**src/rtl/serial_adder.sv**
```systemverilog
// Serial adder: adds CHUNK bits per clock, LSB chunk first.
// Valid/ready on both sides; result held until taken.
module serial_adder #(
  parameter int WIDTH = 8,
  parameter int CHUNK = 1
) (
  input  logic             clk,
  input  logic             rst_n,
  input  logic             in_valid,
  output logic             in_ready,
  input  logic [WIDTH-1:0] a,
  input  logic [WIDTH-1:0] b,
  input  logic             cin,
  output logic             out_valid,
  input  logic             out_ready,
  output logic [WIDTH-1:0] sum,
  output logic             cout,
  output logic             overflow
);

  localparam int N  = (CHUNK >= 1) ? WIDTH / CHUNK : 1;
  localparam int CW = $clog2(N + 1);
  localparam logic [CW-1:0] LAST = CW'(N - 1);

  generate
    if (WIDTH < 1 || CHUNK < 1 || (WIDTH % CHUNK) != 0) begin : g_bad_cfg
      $error("serial_adder: WIDTH must be a positive multiple of CHUNK");
    end
  endgenerate

  typedef enum logic [1:0] {
    IDLE,
    RUN,
    HOLD
  } state_e;

  state_e           state_q, state_d;
  logic [CW-1:0]    beat_q, beat_d;
  logic [WIDTH-1:0] a_q, b_q;
  logic [WIDTH-1:0] acc_q, acc_d;
  logic [WIDTH-1:0] sum_q;
  logic             carry_q;
  logic             cout_q;
  logic             ovf_q;

  logic [31:0]      base;
  logic [CHUNK-1:0] a_ch, b_ch;
  logic [CHUNK:0]   add;
  logic             msb_cin;
  logic             last;
  logic             accept;

  // state and beat counter registers
  always_ff @(posedge clk or negedge rst_n) begin
    if (!rst_n) begin
      state_q <= IDLE;
      beat_q  <= '0;
    end else begin
      state_q <= state_d;
      beat_q  <= beat_d;
    end
  end

  // next state, beat count and handshake outputs
  always_comb begin
    state_d   = state_q;
    beat_d    = beat_q;
    in_ready  = 1'b0;
    out_valid = 1'b0;
    unique case (state_q)
      IDLE: begin
        in_ready = 1'b1;
        if (in_valid) begin
          state_d = RUN;
          beat_d  = '0;
        end
      end
      RUN: begin
        beat_d = beat_q + 1'b1;
        if (last) begin
          state_d = HOLD;
        end
      end
      HOLD: begin
        out_valid = 1'b1;
        if (out_ready) begin
          state_d = IDLE;
        end
      end
      default: begin
        state_d = IDLE;
        beat_d  = '0;
      end
    endcase
  end

  assign last   = (beat_q == LAST);
  assign accept = (state_q == IDLE) && in_valid;

  // one chunk of the ripple addition for the current beat
  always_comb begin
    base    = 32'(beat_q) * 32'(CHUNK);
    a_ch    = CHUNK'(a_q >> base);
    b_ch    = CHUNK'(b_q >> base);
    add     = {1'b0, a_ch} + {1'b0, b_ch}
            + (CHUNK + 1)'(carry_q);
    acc_d   = acc_q | (WIDTH'(add[CHUNK-1:0]) << base);
    // carry into the top bit of this chunk, only meaningful on the last beat
    msb_cin = add[CHUNK-1] ^ a_ch[CHUNK-1] ^ b_ch[CHUNK-1];
  end

  // operand capture, running carry, partial sum and result registers
  always_ff @(posedge clk or negedge rst_n) begin
    if (!rst_n) begin
      a_q     <= '0;
      b_q     <= '0;
      carry_q <= 1'b0;
      acc_q   <= '0;
      sum_q   <= '0;
      cout_q  <= 1'b0;
      ovf_q   <= 1'b0;
    end else if (accept) begin
      a_q     <= a;
      b_q     <= b;
      carry_q <= cin;
      acc_q   <= '0;
    end else if (state_q == RUN) begin
      carry_q <= add[CHUNK];
      acc_q   <= acc_d;
      if (last) begin
        sum_q  <= acc_d;
        cout_q <= add[CHUNK];
        ovf_q  <= msb_cin ^ add[CHUNK];
      end
    end
  end

  assign sum      = sum_q;
  assign cout     = cout_q;
  assign overflow = ovf_q;

endmodule

```
**config.mk**
```make
export PLATFORM = sky130hd
export DESIGN_NAME = serial_adder
export DESIGN_NICKNAME = d
export VERILOG_FILES = /design/src/rtl/serial_adder.sv
export SDC_FILE = /design/constraint.sdc
export NUM_CORES = 1
export LEC_CHECK = 0
export BUFFER_PORTS_ARGS = -buffer_cell sky130_fd_sc_hd__buf_2
export CORE_MARGIN = 4
export CORE_UTILIZATION = 62
export CTS_BUF_LIST = sky130_fd_sc_hd__clkbuf_4
export CTS_CLUSTER_DIAMETER = 40
export CTS_CLUSTER_SIZE = 40
export DETAILED_ROUTE_END_ITERATION = 8
export PLACE_DENSITY = 0.87
export SKIP_CTS_REPAIR_TIMING = 1
export SYNTH_ARGS = -nofsm -noshare
export SYNTH_HDL_FRONTEND = slang
export SYNTH_SLANG_ARGS = --single-unit
```
**constraint.sdc**
```tcl
create_clock -name clk -period 5.49 [get_ports clk]
set_clock_uncertainty 0.05 [all_clocks]
set_input_delay 1.098 -clock clk [delete_from_list [all_inputs] [get_ports clk]]
set_output_delay 1.098 -clock clk [all_outputs]
set_load 0.05 [all_outputs]
```
; Word-level counts from Yosys, hierarchy flattened
; Index checks and enable logic that the tools add are counted.
; Widths: inputs -> output; s select.
[totals]
word_cells = 45
input_bits = 21
register_bits = 41
out_inout_bits = 12
[op_classes]
shift = 3
n_addsub = 3
n_bitwise = 6
n_mux = 12
reduce_logical = 6
eq_ne = 6
[op_table]
columns = operator, n
row1 = $mux 8, 2
row2 = $shr 8x4->1, 2
row3 = $pmux 4 s3, 1
row4 = $or 8x8->8, 1
row5 = $shl 1x4->8, 1
row6 = $mux 2, 3
row7 = $ne 2x2->1 const B, 3
row8 = $pmux 2 s3, 1
row9 = $reduce_and 3->1, 2
row10 = $add 4x1->4 const B, 1
row11 = $eq 4x3->1 const B, 1
row12 = $mux 1, 4
row13 = $mux 4, 1
row14 = $xor 1x1->1, 3
row15 = $add 1x1->2, 1
row16 = $add 2x1->2, 1
row17 = $eq 2x1->1 const B, 1
row18 = $eq 2x2->1 const B, 1
row19 = $logic_not 2->1, 1
row20 = $not 1->1, 2
row21 = $reduce_and 2->1, 1
row22 = $reduce_bool 2->1, 1
row23 = $logic_and 1x1->1, 1

; Longest topological paths before layout
[logic_depth]
depth_word = 7
depth_mapped = 9
mapped_depth_nobuf = 8

; Least setup slack after synthesis
; Ideal clock, no wire load.
[synth_path]
kind = reg2reg
start = register beat_q[0]
end = register sum_q[1] (netlist: sum[1])
path_stages_with_launch = 9
arrival_ps = 2342
required_time_ps = 5357
setup_slack_ps = 3015
path_buffers = 1
setup_ps = 83
synth_period_minus_slack_ps = 2475
path_cell_list = dfrtp_1 buf_2 mux4_2 mux2i_1 or2_2 fa_1 nor3b_1 a21oi_1 o21ai_0
[synth_between]
elab_chain_cells = 5
elab_cells_between_ends = 8
cone_classes = 2 x add/sub / 1 x eq/ne / 3 x shift / 1 x bitwise / 1 x reduce/logical
[synth_rtl]
columns = item, line
row1 = "start, declared", 38  ; logic [CW-1:0] beat_q, beat_d;
row2 = "start signal, assigned", 60  ; beat_q <= beat_d;
row3 = $shr 8x4->1 (on tied branches), "103, 104"
row4 = $add 1x1->2, 105  ; add = {1'b0, a_ch} + {1'b0, b_ch}
row5 = $add 2x1->2, 106  ; + (CHUNK + 1)'(carry_q);
row6 = $shl 1x4->8, 107  ; acc_d = acc_q | (WIDTH'(add[CHUNK-1:0]) << base);
row7 = $or 8x8->8, 107
row8 = "end signal, assigned", 119  ; sum_q <= '0;
row9 = "end signal, assigned", 131  ; sum_q <= acc_d;
row10 = "end, declared", 41  ; logic [WIDTH-1:0] sum_q;
; Several ways; a longest one is shown, not always the timed one.
; A chain may end at the register's enable or synchronous reset.

; Final worst setup path
; Same ends and word-level chain as after synthesis.

==> results.md <==
* ANT cells at 0
* Largest net degree at the start of global routing at 42
* Tcrit/Tclk final at 0.555
* Antenna violations before repair at 0
* Main synth FF type: dfrtp_1
* Max cap viols at 0
* Status: finished clean
* Sw power at 0.625 mW
* Worst VDD drop at 0.000465 V
* Port bufs at 32
* Number of global-route vias before repair at 1336
* H-tree Lvls at 2
* Post-DP HPWL at 2590 um
* Synthesized area per cell at 11.8 um^2
* Placed Area at 2020 um^2
* CTS tree: built
* Min Clock Period, post-route at 3050 ps
* # IOs at 33
* Final Max Slew Viols at 0
* Design area at 2100 um^2
* Sw Ratio at 0.427
* Dominant cell type by area after synthesis: dfrtp_1
* Reg clk slew, reported paths at 130 ps
* Kind of critical path: reg2reg
* CP startpoint kind: register
* Area added between synthesis and finish at 12.3%
* Number of flops mapped to enable cells by yosys at 0
* Async SR Flop Fraction at 1.00
* Worst Hold Class: reg2reg
* Netlist cell types at 31
* 1st-iter DRT viols at 92
* Int Pwr at 0.837 mW
* Post-synth top cells: dfrtp_1, mux2_2, nand2_1
* Final Setup Violations at 0
* Slew HR at 0.266
* Worst setup EP type: register
* WL final at 3640 um
* Critical Path RT at 5710 ps
* Combinational share of power at 0.497
* Num rows at 19
* Crit path from: beat_q[0]$_DFFE_PN0P_
* Clk Latency, worst-skew pair at 350 ps
* Post-route ant nets at 0
* Pwr Density at 696 nW/um^2
* Highest Clock Rate at 328 MHz
* Yosys warns at 0
* Fin nets at 213
* HP Start: sum[4]$_DFFE_PN0P_
* Mapped Cells at 159
* Setup TNS at 0 ps
* Final number of hold-violating endpoints at 0
* Leakage at 0.985 nW
* Initial core utilization at 0.661
* #FFs+latches synth at 41
* DR WL/cell at 16.5 um
* Sequential power share at 0.371
* CTS Buf Count at 5
* Most frequent cell after synthesis: dfrtp_1
* First-pass GRT wire length at 6200 um
* GPL Wtd Cong at 0.838
* Die height at 62.9 um
* Largest cells by area after synthesis: dfrtp_1, mux2_2, a21oi_1
* Synth Net Count at 183
* Worst-path fanout max at 13
* Reg-to-Reg Start: beat_q[0]$_DFFE_PN0P_
* Final Core Density at 0.742
* Total Power at 1.46 mW
* GRT Util Overall at 0.202
* Fillers at 199
* Vias at 1341
* Residual DRC at 0
* Clock network fraction of design power at 0.132
* TritonRoute pass-1 iters at 4
* DIE WIDTH at 62.9 um
* Clk sink count at 41
* Worst-case clock buffer depth at 2
* Routed vias/inst at 6.07
* Area fraction of the dominant cell type after synthesis at 0.549
* Seq/Total Area, Yosys at 0.549
* Cell area after synthesis at 1870 um^2
* Core ar. at 2830 um^2
* Worst Tran Pin Value at 1100 ps
* Critical Path AT at 3270 ps
* RSZ-0062 raised after global routing: false
* DIE AREA at 3960 um^2
* Clock root cell: clkbuf_4
* Share of cells above drive strength 1 at 0.337
* Global route total overflow at 0
## per-layer routing
layer  vias to the layer above  share of wire  GRT usage
met5                         -              0          0
met4                         0          0.019     0.0744
met3                         7          0.063     0.0719
met2                        59           0.50      0.315
met1                       659           0.42      0.260
li1                        616              -          -
## area by class of cell
type / count / area (um^2) / share of cell area
tap: 31 / 38.8 / 0.0185
timing repair buffer: 32 / 160 / 0.0763
inverter: 3 / 11.3 / 0.00536
sequential: 41 / 1030 / 0.489
clock inverter: 3 / 41.3 / 0.0197
multi-input combinational: 106 / 785 / 0.374
clock buffer: 5 / 37.5 / 0.0179
## critical path, stage by stage (launching register included)
cell and delay [ps]:
dfrtp_1 680, mux4_1 680, mux2i_4 170, or2_2 160, fa_1 470, nor3b_1 440
a21oi_1 130, o21ai_0 180
## cells in the final DEF (no fill, tap or decap), types with 3 or more instances in the layout
| cell type | Yosys | layout |
|---|---|---|
| a21oi_1 | 13 | 13 |
| a31oi_1 | 5 | 5 |
| buf_2 | 5 | 32 |
| clkbuf_4 | 0 | 5 |
| dfrtp_1 | 41 | 41 |
| inv_1 | 3 | 3 |
| mux2_2 | 16 | 16 |
| nand2_1 | 16 | 16 |
| nand2b_1 | 3 | 3 |
| nor2_1 | 10 | 10 |
| o21ai_0 | 13 | 13 |
| o22ai_1 | 3 | 3 |
| or2_2 | 3 | 3 |
## path summary, 6_finish.rpt
kind | to | slack, ps | depth (start not counted)
min in group asynchronous | acc_q[3]$_DFFE_PN0P_ | 810 | 1
worst min register to register | sum[4]$_DFFE_PN0P_ | 440 | 2
worst max-delay path | sum[1]$_DFFE_PN0P_ | 2440 | 7
worst max register to register | sum[1]$_DFFE_PN0P_ | 2440 | 7
max in group asynchronous | b_q[2]$_DFFE_PN0P_ | 4020 | 1
worst min-delay path | sum[4]$_DFFE_PN0P_ | 440 | 2
## power by group through the flow
stage / Sequential (mW) / Clock [mW] / Combinational [mW]
CTS: 0.541 / 0.194 / 0.724
global route: 0.561 / 0.215 / 0.786
global placement: 0.537 / 0 / 0.683
finish: 0.543 / 0.192 / 0.726
floorplan: 0.569 / 0 / 0.541
detailed placement: 0.547 / 0 / 0.722
## sequential cells by signal, summed over array words and instances (netlist names)
name and cells:
carry_q 1, cout 1, state_q 2, overflow 1, a_q 8, acc_q 8
beat_q 4, sum 8, b_q 8
## cell families (layout without fill, tap and decap cells)
kind of cell / count (synthesis) / in the layout / synth area share
AOI/OAI and AO/OA: 36 / 36 / 0.105
xor gates and xnor gates: 4 / 4 / 0.0187
adders and majority gates: 3 / 3 / 0.0241
buffers and inverters: 12 / 43 / 0.0315
DFF: 41 / 41 / 0.549
muxes: 22 / 22 / 0.166
and+or+nand+nor: 41 / 41 / 0.106
## through the flow
| stage | hold slack, ps | cells | setup WS (ps) |
|---|---|---|---|
| after CTS | 444 | 221 | 2490 |
| final | 443 | 221 | 2440 |
| after global routing | 483 | 221 | 2250 |
| after detailed placement | 415 | 213 | 2510 |
| after global placement | 407 | 213 | 2680 |
| after floorplan | 413 | 159 | 3010 |
No activity file was read; power rests on OpenSTA's default activity.
